### config.mk
export PLATFORM = sky130hd
export DESIGN_NAME = tt_window_filter_flat
export DESIGN_NICKNAME = d
export VERILOG_FILES = /design/src/rtl/tt_window_filter_if.sv /design/src/rtl/tt_window_filter.sv /design/src/flat_wrapper.sv
export SDC_FILE = /design/constraint.sdc
export NUM_CORES = 1
export LEC_CHECK = 0
export BUFFER_PORTS_ARGS = -buffer_cell sky130_fd_sc_hd__buf_4
export CORE_UTILIZATION = 63
export DETAILED_ROUTE_END_ITERATION = 16
export MAX_ROUTING_LAYER = met4
export PLACE_DENSITY_LB_ADDON = 0.2
export SLEW_MARGIN = 20
export SYNTH_ARGS = -nofsm -noshare
export SYNTH_HDL_FRONTEND = slang
export SYNTH_SLANG_ARGS = --single-unit
### constraint.sdc
create_clock -name clk -period 12.7 [get_ports clk]
set_clock_uncertainty 0.2 [all_clocks]
set_input_delay 0 -clock clk [delete_from_list [all_inputs] [get_ports clk]]
set_output_delay 0 -clock clk [all_outputs]
set_load 0.02 [all_outputs]
### src/rtl/tt_window_filter_if.sv
// Bundle of the ingress beat stream, schedule-table push port, egress buffer
// stream and statistics outputs of tt_window_filter.
interface tt_window_filter_if #(
    parameter int DATA_W = 64,
    parameter int TIME_W = 64,
    parameter int PORTS  = 4,
    parameter int BUF_W  = 4
);
    logic [DATA_W-1:0] in_tt_data;
    logic [7:0]        in_tt_ctrl;
    logic              in_tt_wr;
    logic              out_tt_rdy;

    logic              in_table_wr;
    logic [TIME_W-1:0] in_window_start;
    logic [TIME_W-1:0] in_window_end;
    logic [15:0]       in_flow_id;
    logic [15:0]       in_tt_length;
    logic [15:0]       in_port_number;
    logic [BUF_W-1:0]  in_buffer_number;
    logic              out_table_rdy;

    logic [TIME_W-1:0] in_global_time;

    logic [DATA_W-1:0] out_buffer_data;
    logic [7:0]        out_buffer_ctrl;
    logic              out_buffer_wr;
    logic              in_buffer_rdy;
    logic [PORTS-1:0]  out_switch_port;
    logic [BUF_W-1:0]  out_switch_buffer;

    logic              out_miss;
    logic [15:0]       out_cnt_fwd;
    logic [15:0]       out_cnt_drop_time;
    logic [15:0]       out_cnt_drop_hdr;
    logic [15:0]       out_cnt_drop_nowin;
    logic [15:0]       out_cnt_miss;

    modport slave (
        input  in_tt_data, in_tt_ctrl, in_tt_wr,
        input  in_table_wr, in_window_start, in_window_end, in_flow_id,
        input  in_tt_length, in_port_number, in_buffer_number,
        input  in_global_time, in_buffer_rdy,
        output out_tt_rdy, out_table_rdy,
        output out_buffer_data, out_buffer_ctrl, out_buffer_wr,
        output out_switch_port, out_switch_buffer, out_miss,
        output out_cnt_fwd, out_cnt_drop_time, out_cnt_drop_hdr,
        output out_cnt_drop_nowin, out_cnt_miss
    );

    modport master (
        output in_tt_data, in_tt_ctrl, in_tt_wr,
        output in_table_wr, in_window_start, in_window_end, in_flow_id,
        output in_tt_length, in_port_number, in_buffer_number,
        output in_global_time, in_buffer_rdy,
        input  out_tt_rdy, out_table_rdy,
        input  out_buffer_data, out_buffer_ctrl, out_buffer_wr,
        input  out_switch_port, out_switch_buffer, out_miss,
        input  out_cnt_fwd, out_cnt_drop_time, out_cnt_drop_hdr,
        input  out_cnt_drop_nowin, out_cnt_miss
    );
endinterface

### src/rtl/tt_window_filter.sv
// Time-triggered receive-window filter: checks each TT frame against the head
// schedule entry and forwards accepted frames to the entry's port/buffer.
module tt_window_filter #(
    parameter int         DATA_W      = 64,
    parameter int         TIME_W      = 64,
    parameter int         PORTS       = 4,
    parameter int         BUF_W       = 4,
    parameter int         TABLE_DEPTH = 4,
    parameter int         OFFSET      = 10,
    parameter logic [7:0] EOP         = 8'd1
) (
    input  logic                clk,
    input  logic                rst_n,
    tt_window_filter_if.slave   bus
);
    localparam int PTR_W = $clog2(TABLE_DEPTH);
    localparam int CNT_W = PTR_W + 1;

    typedef enum logic [2:0] {
        S_IDLE, S_HDR1, S_CHECK, S_FWD0, S_FWD1, S_BODY, S_DROP
    } state_t;

    function automatic logic [15:0] sat_inc(input logic [15:0] c);
        return (c == 16'hFFFF) ? c : c + 16'd1;
    endfunction

    function automatic logic [PORTS-1:0] port_onehot(input logic [15:0] pn);
        logic [PORTS-1:0] oh;
        oh = '0;
        for (int p = 0; p < PORTS; p++)
            if (pn == 16'(p + 1)) oh[p] = 1'b1;
        return oh;
    endfunction

    logic [TIME_W-1:0] tab_start [TABLE_DEPTH];
    logic [TIME_W-1:0] tab_end   [TABLE_DEPTH];
    logic [15:0]       tab_flow  [TABLE_DEPTH];
    logic [15:0]       tab_len   [TABLE_DEPTH];
    logic [PORTS-1:0]  tab_port  [TABLE_DEPTH];
    logic [BUF_W-1:0]  tab_buf   [TABLE_DEPTH];

    logic [PTR_W-1:0]  wr_ptr_q, rd_ptr_q;
    logic [CNT_W-1:0]  count_q, count_d;
    logic              table_rdy_q;
    logic              push, pop, pop_exp, pop_fwd, empty, expire_hit;
    logic              tt_rdy, beat, is_eop;

    state_t            state_q, state_d;
    logic [DATA_W-1:0] w0_q, w0_d, w1_q, w1_d;
    logic              hdr_eop_q, hdr_eop_d;
    logic [DATA_W-1:0] obuf_data_q, obuf_data_d;
    logic [7:0]        obuf_ctrl_q, obuf_ctrl_d;
    logic              obuf_wr_q, obuf_wr_d;
    logic [PORTS-1:0]  sw_port_q, sw_port_d;
    logic [BUF_W-1:0]  sw_buf_q, sw_buf_d;
    logic              miss_q;
    logic              inc_fwd, inc_time, inc_hdr, inc_nowin;
    logic [15:0]       cnt_fwd_q, cnt_time_q, cnt_hdr_q, cnt_nowin_q, cnt_miss_q;

    logic [TIME_W-1:0] ts, head_start, head_end;
    logic [15:0]       hdr_flow, hdr_len;
    logic [TIME_W:0]   expire_at;

    assign ts         = w0_q[TIME_W-1:0];
    assign hdr_flow   = w1_q[DATA_W-1 -: 16];
    assign hdr_len    = w1_q[DATA_W-17 -: 16];
    assign head_start = tab_start[rd_ptr_q];
    assign head_end   = tab_end[rd_ptr_q];

    // One extra bit keeps end + OFFSET from wrapping near the top of time.
    assign expire_at  = {1'b0, head_end} + (TIME_W+1)'(OFFSET);
    assign empty      = (count_q == '0);
    assign expire_hit = !empty && ({1'b0, bus.in_global_time} >= expire_at);
    assign push       = bus.in_table_wr && table_rdy_q;
    assign pop        = pop_exp || pop_fwd;
    assign count_d    = count_q + CNT_W'(push) - CNT_W'(pop);
    assign is_eop     = (bus.in_tt_ctrl == EOP);
    assign beat       = bus.in_tt_wr && tt_rdy;

    always_comb begin
        case (state_q)
            S_IDLE, S_HDR1, S_DROP: tt_rdy = 1'b1;
            S_BODY:                 tt_rdy = bus.in_buffer_rdy;
            default:                tt_rdy = 1'b0;
        endcase
    end

    always_comb begin
        state_d     = state_q;
        w0_d        = w0_q;
        w1_d        = w1_q;
        hdr_eop_d   = hdr_eop_q;
        obuf_data_d = obuf_data_q;
        obuf_ctrl_d = obuf_ctrl_q;
        obuf_wr_d   = 1'b0;
        pop_exp     = 1'b0;
        pop_fwd     = 1'b0;
        inc_fwd     = 1'b0;
        inc_time    = 1'b0;
        inc_hdr     = 1'b0;
        inc_nowin   = 1'b0;
        // Route stays up through the frame and one extra cycle for the last registered beat.
        sw_port_d   = (state_q inside {S_FWD0, S_FWD1, S_BODY}) ? sw_port_q : '0;
        sw_buf_d    = (state_q inside {S_FWD0, S_FWD1, S_BODY}) ? sw_buf_q  : '0;
        case (state_q)
            S_IDLE: begin
                pop_exp = expire_hit;
                if (beat) begin
                    if (is_eop) inc_hdr = 1'b1;
                    else begin
                        w0_d    = bus.in_tt_data;
                        state_d = S_HDR1;
                    end
                end
            end
            S_HDR1: begin
                pop_exp = expire_hit;
                if (beat) begin
                    w1_d      = bus.in_tt_data;
                    hdr_eop_d = is_eop;
                    state_d   = S_CHECK;
                end
            end
            S_CHECK: begin
                state_d = S_DROP;
                if (hdr_eop_q) begin
                    inc_hdr = 1'b1;
                    state_d = S_IDLE;
                end else if (empty) begin
                    inc_nowin = 1'b1;
                end else if (ts < head_start || ts > head_end) begin
                    inc_time = 1'b1;
                end else if (hdr_flow != tab_flow[rd_ptr_q] || hdr_len != tab_len[rd_ptr_q]) begin
                    inc_hdr = 1'b1;
                end else begin
                    pop_fwd   = 1'b1;
                    inc_fwd   = 1'b1;
                    sw_port_d = tab_port[rd_ptr_q];
                    sw_buf_d  = tab_buf[rd_ptr_q];
                    if (bus.in_buffer_rdy) begin
                        obuf_data_d = w0_q;
                        obuf_ctrl_d = '0;
                        obuf_wr_d   = 1'b1;
                        state_d     = S_FWD1;
                    end else begin
                        state_d = S_FWD0;
                    end
                end
            end
            S_FWD0: begin
                if (bus.in_buffer_rdy) begin
                    obuf_data_d = w0_q;
                    obuf_ctrl_d = '0;
                    obuf_wr_d   = 1'b1;
                    state_d     = S_FWD1;
                end
            end
            S_FWD1: begin
                if (bus.in_buffer_rdy) begin
                    obuf_data_d = w1_q;
                    obuf_ctrl_d = '0;
                    obuf_wr_d   = 1'b1;
                    state_d     = S_BODY;
                end
            end
            S_BODY: begin
                if (beat) begin
                    obuf_data_d = bus.in_tt_data;
                    obuf_ctrl_d = bus.in_tt_ctrl;
                    obuf_wr_d   = 1'b1;
                    if (is_eop) state_d = S_IDLE;
                end
            end
            S_DROP: begin
                if (beat && is_eop) state_d = S_IDLE;
            end
            default: state_d = S_IDLE;
        endcase
    end

    always_ff @(posedge clk) begin
        if (push) begin
            tab_start[wr_ptr_q] <= bus.in_window_start;
            tab_end[wr_ptr_q]   <= bus.in_window_end;
            tab_flow[wr_ptr_q]  <= bus.in_flow_id;
            tab_len[wr_ptr_q]   <= bus.in_tt_length;
            tab_port[wr_ptr_q]  <= port_onehot(bus.in_port_number);
            tab_buf[wr_ptr_q]   <= bus.in_buffer_number;
        end
        w0_q <= w0_d;
        w1_q <= w1_d;
    end

    always_ff @(posedge clk or negedge rst_n) begin
        if (!rst_n) begin
            state_q     <= S_IDLE;
            hdr_eop_q   <= 1'b0;
            wr_ptr_q    <= '0;
            rd_ptr_q    <= '0;
            count_q     <= '0;
            table_rdy_q <= 1'b1;
            obuf_data_q <= '0;
            obuf_ctrl_q <= '0;
            obuf_wr_q   <= 1'b0;
            sw_port_q   <= '0;
            sw_buf_q    <= '0;
            miss_q      <= 1'b0;
            cnt_fwd_q   <= '0;
            cnt_time_q  <= '0;
            cnt_hdr_q   <= '0;
            cnt_nowin_q <= '0;
            cnt_miss_q  <= '0;
        end else begin
            state_q     <= state_d;
            hdr_eop_q   <= hdr_eop_d;
            if (push) wr_ptr_q <= wr_ptr_q + PTR_W'(1);
            if (pop)  rd_ptr_q <= rd_ptr_q + PTR_W'(1);
            count_q     <= count_d;
            table_rdy_q <= (count_d != CNT_W'(TABLE_DEPTH));
            obuf_data_q <= obuf_data_d;
            obuf_ctrl_q <= obuf_ctrl_d;
            obuf_wr_q   <= obuf_wr_d;
            sw_port_q   <= sw_port_d;
            sw_buf_q    <= sw_buf_d;
            miss_q      <= pop_exp;
            if (inc_fwd)   cnt_fwd_q   <= sat_inc(cnt_fwd_q);
            if (inc_time)  cnt_time_q  <= sat_inc(cnt_time_q);
            if (inc_hdr)   cnt_hdr_q   <= sat_inc(cnt_hdr_q);
            if (inc_nowin) cnt_nowin_q <= sat_inc(cnt_nowin_q);
            if (pop_exp)   cnt_miss_q  <= sat_inc(cnt_miss_q);
        end
    end

    assign bus.out_tt_rdy         = tt_rdy;
    assign bus.out_table_rdy      = table_rdy_q;
    assign bus.out_buffer_data    = obuf_data_q;
    assign bus.out_buffer_ctrl    = obuf_ctrl_q;
    assign bus.out_buffer_wr      = obuf_wr_q;
    assign bus.out_switch_port    = sw_port_q;
    assign bus.out_switch_buffer  = sw_buf_q;
    assign bus.out_miss           = miss_q;
    assign bus.out_cnt_fwd        = cnt_fwd_q;
    assign bus.out_cnt_drop_time  = cnt_time_q;
    assign bus.out_cnt_drop_hdr   = cnt_hdr_q;
    assign bus.out_cnt_drop_nowin = cnt_nowin_q;
    assign bus.out_cnt_miss       = cnt_miss_q;
endmodule

### src/flat_wrapper.sv
// flat-port wrapper written by rule: the top's interface ports become plain ports
module tt_window_filter_flat 
#(
    parameter int         DATA_W      = 64,
    parameter int         TIME_W      = 64,
    parameter int         PORTS       = 4,
    parameter int         BUF_W       = 4,
    parameter int         TABLE_DEPTH = 4,
    parameter int         OFFSET      = 10,
    parameter logic [7:0] EOP         = 8'd1
)
  (clk, rst_n, bus_in_tt_data, bus_in_tt_ctrl, bus_in_tt_wr, bus_in_table_wr, bus_in_window_start, bus_in_window_end, bus_in_flow_id, bus_in_tt_length, bus_in_port_number, bus_in_buffer_number, bus_in_global_time, bus_in_buffer_rdy, bus_out_tt_rdy, bus_out_table_rdy, bus_out_buffer_data, bus_out_buffer_ctrl, bus_out_buffer_wr, bus_out_switch_port, bus_out_switch_buffer, bus_out_miss, bus_out_cnt_fwd, bus_out_cnt_drop_time, bus_out_cnt_drop_hdr, bus_out_cnt_drop_nowin, bus_out_cnt_miss);
  tt_window_filter_if #(.DATA_W(DATA_W), .TIME_W(TIME_W), .PORTS(PORTS), .BUF_W(BUF_W)) bus_i ();
  input  logic clk;
  input  logic rst_n;
  input wire logic [$bits(bus_i.in_tt_data)-1:0] bus_in_tt_data;
  input wire logic [$bits(bus_i.in_tt_ctrl)-1:0] bus_in_tt_ctrl;
  input wire logic [$bits(bus_i.in_tt_wr)-1:0] bus_in_tt_wr;
  input wire logic [$bits(bus_i.in_table_wr)-1:0] bus_in_table_wr;
  input wire logic [$bits(bus_i.in_window_start)-1:0] bus_in_window_start;
  input wire logic [$bits(bus_i.in_window_end)-1:0] bus_in_window_end;
  input wire logic [$bits(bus_i.in_flow_id)-1:0] bus_in_flow_id;
  input wire logic [$bits(bus_i.in_tt_length)-1:0] bus_in_tt_length;
  input wire logic [$bits(bus_i.in_port_number)-1:0] bus_in_port_number;
  input wire logic [$bits(bus_i.in_buffer_number)-1:0] bus_in_buffer_number;
  input wire logic [$bits(bus_i.in_global_time)-1:0] bus_in_global_time;
  input wire logic [$bits(bus_i.in_buffer_rdy)-1:0] bus_in_buffer_rdy;
  output wire logic [$bits(bus_i.out_tt_rdy)-1:0] bus_out_tt_rdy;
  output wire logic [$bits(bus_i.out_table_rdy)-1:0] bus_out_table_rdy;
  output wire logic [$bits(bus_i.out_buffer_data)-1:0] bus_out_buffer_data;
  output wire logic [$bits(bus_i.out_buffer_ctrl)-1:0] bus_out_buffer_ctrl;
  output wire logic [$bits(bus_i.out_buffer_wr)-1:0] bus_out_buffer_wr;
  output wire logic [$bits(bus_i.out_switch_port)-1:0] bus_out_switch_port;
  output wire logic [$bits(bus_i.out_switch_buffer)-1:0] bus_out_switch_buffer;
  output wire logic [$bits(bus_i.out_miss)-1:0] bus_out_miss;
  output wire logic [$bits(bus_i.out_cnt_fwd)-1:0] bus_out_cnt_fwd;
  output wire logic [$bits(bus_i.out_cnt_drop_time)-1:0] bus_out_cnt_drop_time;
  output wire logic [$bits(bus_i.out_cnt_drop_hdr)-1:0] bus_out_cnt_drop_hdr;
  output wire logic [$bits(bus_i.out_cnt_drop_nowin)-1:0] bus_out_cnt_drop_nowin;
  output wire logic [$bits(bus_i.out_cnt_miss)-1:0] bus_out_cnt_miss;
  assign bus_i.in_tt_data = bus_in_tt_data;
  assign bus_i.in_tt_ctrl = bus_in_tt_ctrl;
  assign bus_i.in_tt_wr = bus_in_tt_wr;
  assign bus_i.in_table_wr = bus_in_table_wr;
  assign bus_i.in_window_start = bus_in_window_start;
  assign bus_i.in_window_end = bus_in_window_end;
  assign bus_i.in_flow_id = bus_in_flow_id;
  assign bus_i.in_tt_length = bus_in_tt_length;
  assign bus_i.in_port_number = bus_in_port_number;
  assign bus_i.in_buffer_number = bus_in_buffer_number;
  assign bus_i.in_global_time = bus_in_global_time;
  assign bus_i.in_buffer_rdy = bus_in_buffer_rdy;
  assign bus_out_tt_rdy = bus_i.out_tt_rdy;
  assign bus_out_table_rdy = bus_i.out_table_rdy;
  assign bus_out_buffer_data = bus_i.out_buffer_data;
  assign bus_out_buffer_ctrl = bus_i.out_buffer_ctrl;
  assign bus_out_buffer_wr = bus_i.out_buffer_wr;
  assign bus_out_switch_port = bus_i.out_switch_port;
  assign bus_out_switch_buffer = bus_i.out_switch_buffer;
  assign bus_out_miss = bus_i.out_miss;
  assign bus_out_cnt_fwd = bus_i.out_cnt_fwd;
  assign bus_out_cnt_drop_time = bus_i.out_cnt_drop_time;
  assign bus_out_cnt_drop_hdr = bus_i.out_cnt_drop_hdr;
  assign bus_out_cnt_drop_nowin = bus_i.out_cnt_drop_nowin;
  assign bus_out_cnt_miss = bus_i.out_cnt_miss;
  tt_window_filter #(.DATA_W(DATA_W), .TIME_W(TIME_W), .PORTS(PORTS), .BUF_W(BUF_W), .TABLE_DEPTH(TABLE_DEPTH), .OFFSET(OFFSET), .EOP(EOP)) u_core (.clk(clk), .rst_n(rst_n), .bus(bus_i));
endmodule
==> impl_metrics.tcl <==
set metrics [dict create \
    synth_edf_count 800 \
    avgSynthCellArea_um2 16.1 \
    hold_violations 0 \
    ant_nets 0 \
    fin_crit_sh 0.678 \
    grt_pass1_vias 30600 \
    endpoint_kind "flop" \
    clock_path_buffers 3 \
    hold_start "bus_in_window_end[21]" \
    cts_num_sinks 974 \
    path_clk_slew_ps 70 \
    drt_pass1_iterations 9 \
    yosysSeqAreaShare 0.653 \
    place.gp.congestion 0.907 \
    fin_setup_tns_ps 0 \
    cts_inserted_buffers 98 \
    cpPeakStageDelay_ps 850 \
    synth_flop_cell "edfxtp_1" \
    r2r_cells 27 \
    die_w_um 265 \
    die-area_um2 70000 \
    syn2layout_area_growth_pct 29.5 \
    drtIter0Drc 3295 \
    yosys-top-cells-area "edfxtp_1 (55%), dfrtp_1 (10%), mux4_2 (6.8%)" \
    fin_hold_ws_ps 32.8 \
    max_freq_mhz 116 \
    vias 29700 \
    slew_violations 0 \
    num_rows 95 \
    post-route-drc-count 0 \
    crit_fanout 66 \
    htree_levels 3 \
    syn_inst 2694 \
    grt_max_degree 101 \
    clk-insertion-delay-late_ps 680 \
    ys_types 84 \
    layout-drive-gt1-share 0.243 \
    power.leakage_nw 21.9 \
    vdd_drop_max_mv 0.170 \
    path_class "reg2reg" \
    fillers 3183 \
    hpwl_mm 80.3 \
    yosysTopAreaCellShare 0.553 \
    io_buffers 484 \
    ys.warnings.count 0 \
    start_util 0.641 \
    drv_cap 0 \
    rsz0062_at_grt "no" \
    synth.cell_area_um2 43500 \
    grt_use_total 0.386 \
    status "finished clean" \
    pre_cts_ws_ps 3960 \
    routed_wl_mm 131 \
    avgRoutedWirePerCell_um 27.9 \
    holdPathStages 2 \
    grt-ovfl-total 0 \
    layout.nets 4239 \
    finalSetupViolations 0 \
    cts_resized 0 \
    antenna_found_initial 18 \
    grt_pass1_wl_mm 193 \
    hold_path.class "in2reg" \
    cp.arrival_ps 9000 \
    core_area_um2 67800 \
    regToRegSetupSlack_ps 4080 \
    r2r-end "u_core.bus.out_table_rdy$_DFF_PN1_" \
    async_reset_ff_frac 0.179 \
    synth-seq-cells 974 \
    synthTopCellsByCount "edfxtp_1 (800), ha_1 (205), dfrtp_1 (173)" \
    die_y_um 265 \
    tritoncts "yes" \
    fin_ws_ps 4080 \
    cts_root_buf "clkbuf_16" \
    placedCellCount 3987 \
    synth_top_cell_by_area "edfxtp_1" \
    power_density_nw_per_um2 217 \
    fin_crit_ps 8620 \
    vias_per_cell 6.33 \
    cp_common_cell "ha_1" \
    startpoint_type "flop" \
    ios 485 \
    syn-num-nets 3221 \
    crit_slowest_cell "buf_4" \
    worst-endpoint-required_ps 13080 \
    min_to "u_core.tab_end[2][21]$_DFFE_PP_" \
    slew_headroom 0.279 \
    r2r_start "u_core.rd_ptr_q[1]$_DFFE_PN0N_" \
    post-route-util 0.831 \
    post-synth-top-count-cell "edfxtp_1" \
    tightest_slew_ps 1080 \
    fin_cells 4688 \
]
-- cell families after synthesis --
| group | after synthesis | synth area share |
|---|---|---|
| muxes | 253 | 0.114 |
| xor gates and xnor gates | 165 | 0.0333 |
| adders and majority gates | 206 | 0.0595 |
| buffers and inverters | 235 | 0.0278 |
| DFF | 974 | 0.653 |
| and+or+nand+nor | 523 | 0.0631 |
| AOI/OAI and AO/OA | 338 | 0.0490 |
-- layout make-up --
cell class                      instances  area (µm²)  share of cell area
Clock buffer                          119        2650              0.0471
Antenna cell                           20        50.0            0.000889
Tap cell                              873        1090              0.0194
Inverter                              145         544             0.00967
Timing Repair Buffer                 1008        8870               0.158
Multi-Input combinational cell       1485       13900               0.248
Clock inverter                         64         743              0.0132
Sequential cell                       974       28400               0.504
-- registers in the layout, indices dropped and copies added, names as in the netlist, 2 cells and up --
name	flops
u_core.tab_start	256
u_core.bus.out_cnt_drop_hdr	16
u_core.rd_ptr_q	2
u_core.count_q	3
u_core.bus.out_cnt_drop_time	16
u_core.bus.out_switch_buffer	4
u_core.wr_ptr_q	2
u_core.tab_len	64
u_core.state_q	3
u_core.bus.out_switch_port	4
u_core.bus.out_cnt_miss	16
u_core.tab_port	16
u_core.bus.out_cnt_drop_nowin	16
u_core.tab_buf	16
u_core.bus.out_buffer_ctrl	8
u_core.ts	64
u_core.w1_q	64
u_core.bus.out_cnt_fwd	16
u_core.tab_flow	64
u_core.tab_end	256
u_core.bus.out_buffer_data	64
-- repair_timing --
action,4_1_cts,5_1_grt
hold buffers,497,0
setup buffers,0,0
hold endpoints to repair,1101,0
-- per-stage QoR --
step	instance area, µm²	total power, mW
floorplan	43500	7.59
global placement	47800	8.66
detailed placement	47800	8.84
CTS	56200	12.0
global route	56300	12.7
finish	56300	12.2
-- power breakdown --
| part | internal [mW] | switching, mW |
|---|---|---|
| Combinational | 1.98 | 2.62 |
| Clock | 1.75 | 1.31 |
| Sequential | 4.16 | 0.378 |
| Total | 7.89 | 4.30 |
-- worst max-delay path, delay by kind of cell (launching register included) --
kind / cells / cell delay [ps]
and+or+nand+nor: 9 / 2500
adders and majority gates: 5 / 1370
AOI/OAI and AO/OA: 5 / 1370
buffers and inverters: 4 / 1300
DFF: 1 / 710
xor gates and xnor gates: 3 / 550
muxes: 1 / 440
-- how the worst max path moves through the flow --
stage / startpoint / endpoint / slack, ps / cells past startpoint
floorplan: u_core.state_q[2]$_DFFE_PN0P_ / u_core.ts[0]$_DFFE_PP_ / 4390 / 3
global placement: u_core.rd_ptr_q[1]$_DFFE_PN0N_ / u_core.bus.out_table_rdy$_DFF_PN1_ / 4330 / 25
detailed placement: u_core.rd_ptr_q[1]$_DFFE_PN0N_ / u_core.bus.out_table_rdy$_DFF_PN1_ / 3960 / 25
CTS: u_core.rd_ptr_q[1]$_DFFE_PN0N_ / u_core.bus.out_table_rdy$_DFF_PN1_ / 3940 / 25
global route: u_core.rd_ptr_q[0]$_DFFE_PN0N_ / u_core.bus.out_table_rdy$_DFF_PN1_ / 3730 / 26
finish: u_core.rd_ptr_q[1]$_DFFE_PN0N_ / u_core.bus.out_table_rdy$_DFF_PN1_ / 4080 / 27
-- routing by layer --
layer,share of wire,GRT usage
met4,0.050,0.170
met1,0.35,0.463
met5,0,-
met2,0.51,0.645
met3,0.087,0.0703
-- cells in the final DEF (no fill, tap or decap), types with 19 or more instances in the layout --
cell,instances
mux4_2,131
edfxtp_1,800
nor3_1,19
a22oi_1,65
nor2_1,114
clkinv_2,24
inv_1,145
nand3_1,54
clkbuf_16,99
nand2_1,130
mux4_1,29
xnor2_1,150
a21oi_1,138
ha_1,204
dlygate4sd3_1,496
o21ai_0,46
and3_1,30
nand4_1,75
mux2_4,60
buf_4,507
dfrtp_1,171
mux2_2,21
diode_2,20
(Power assumes the default switching activity.)
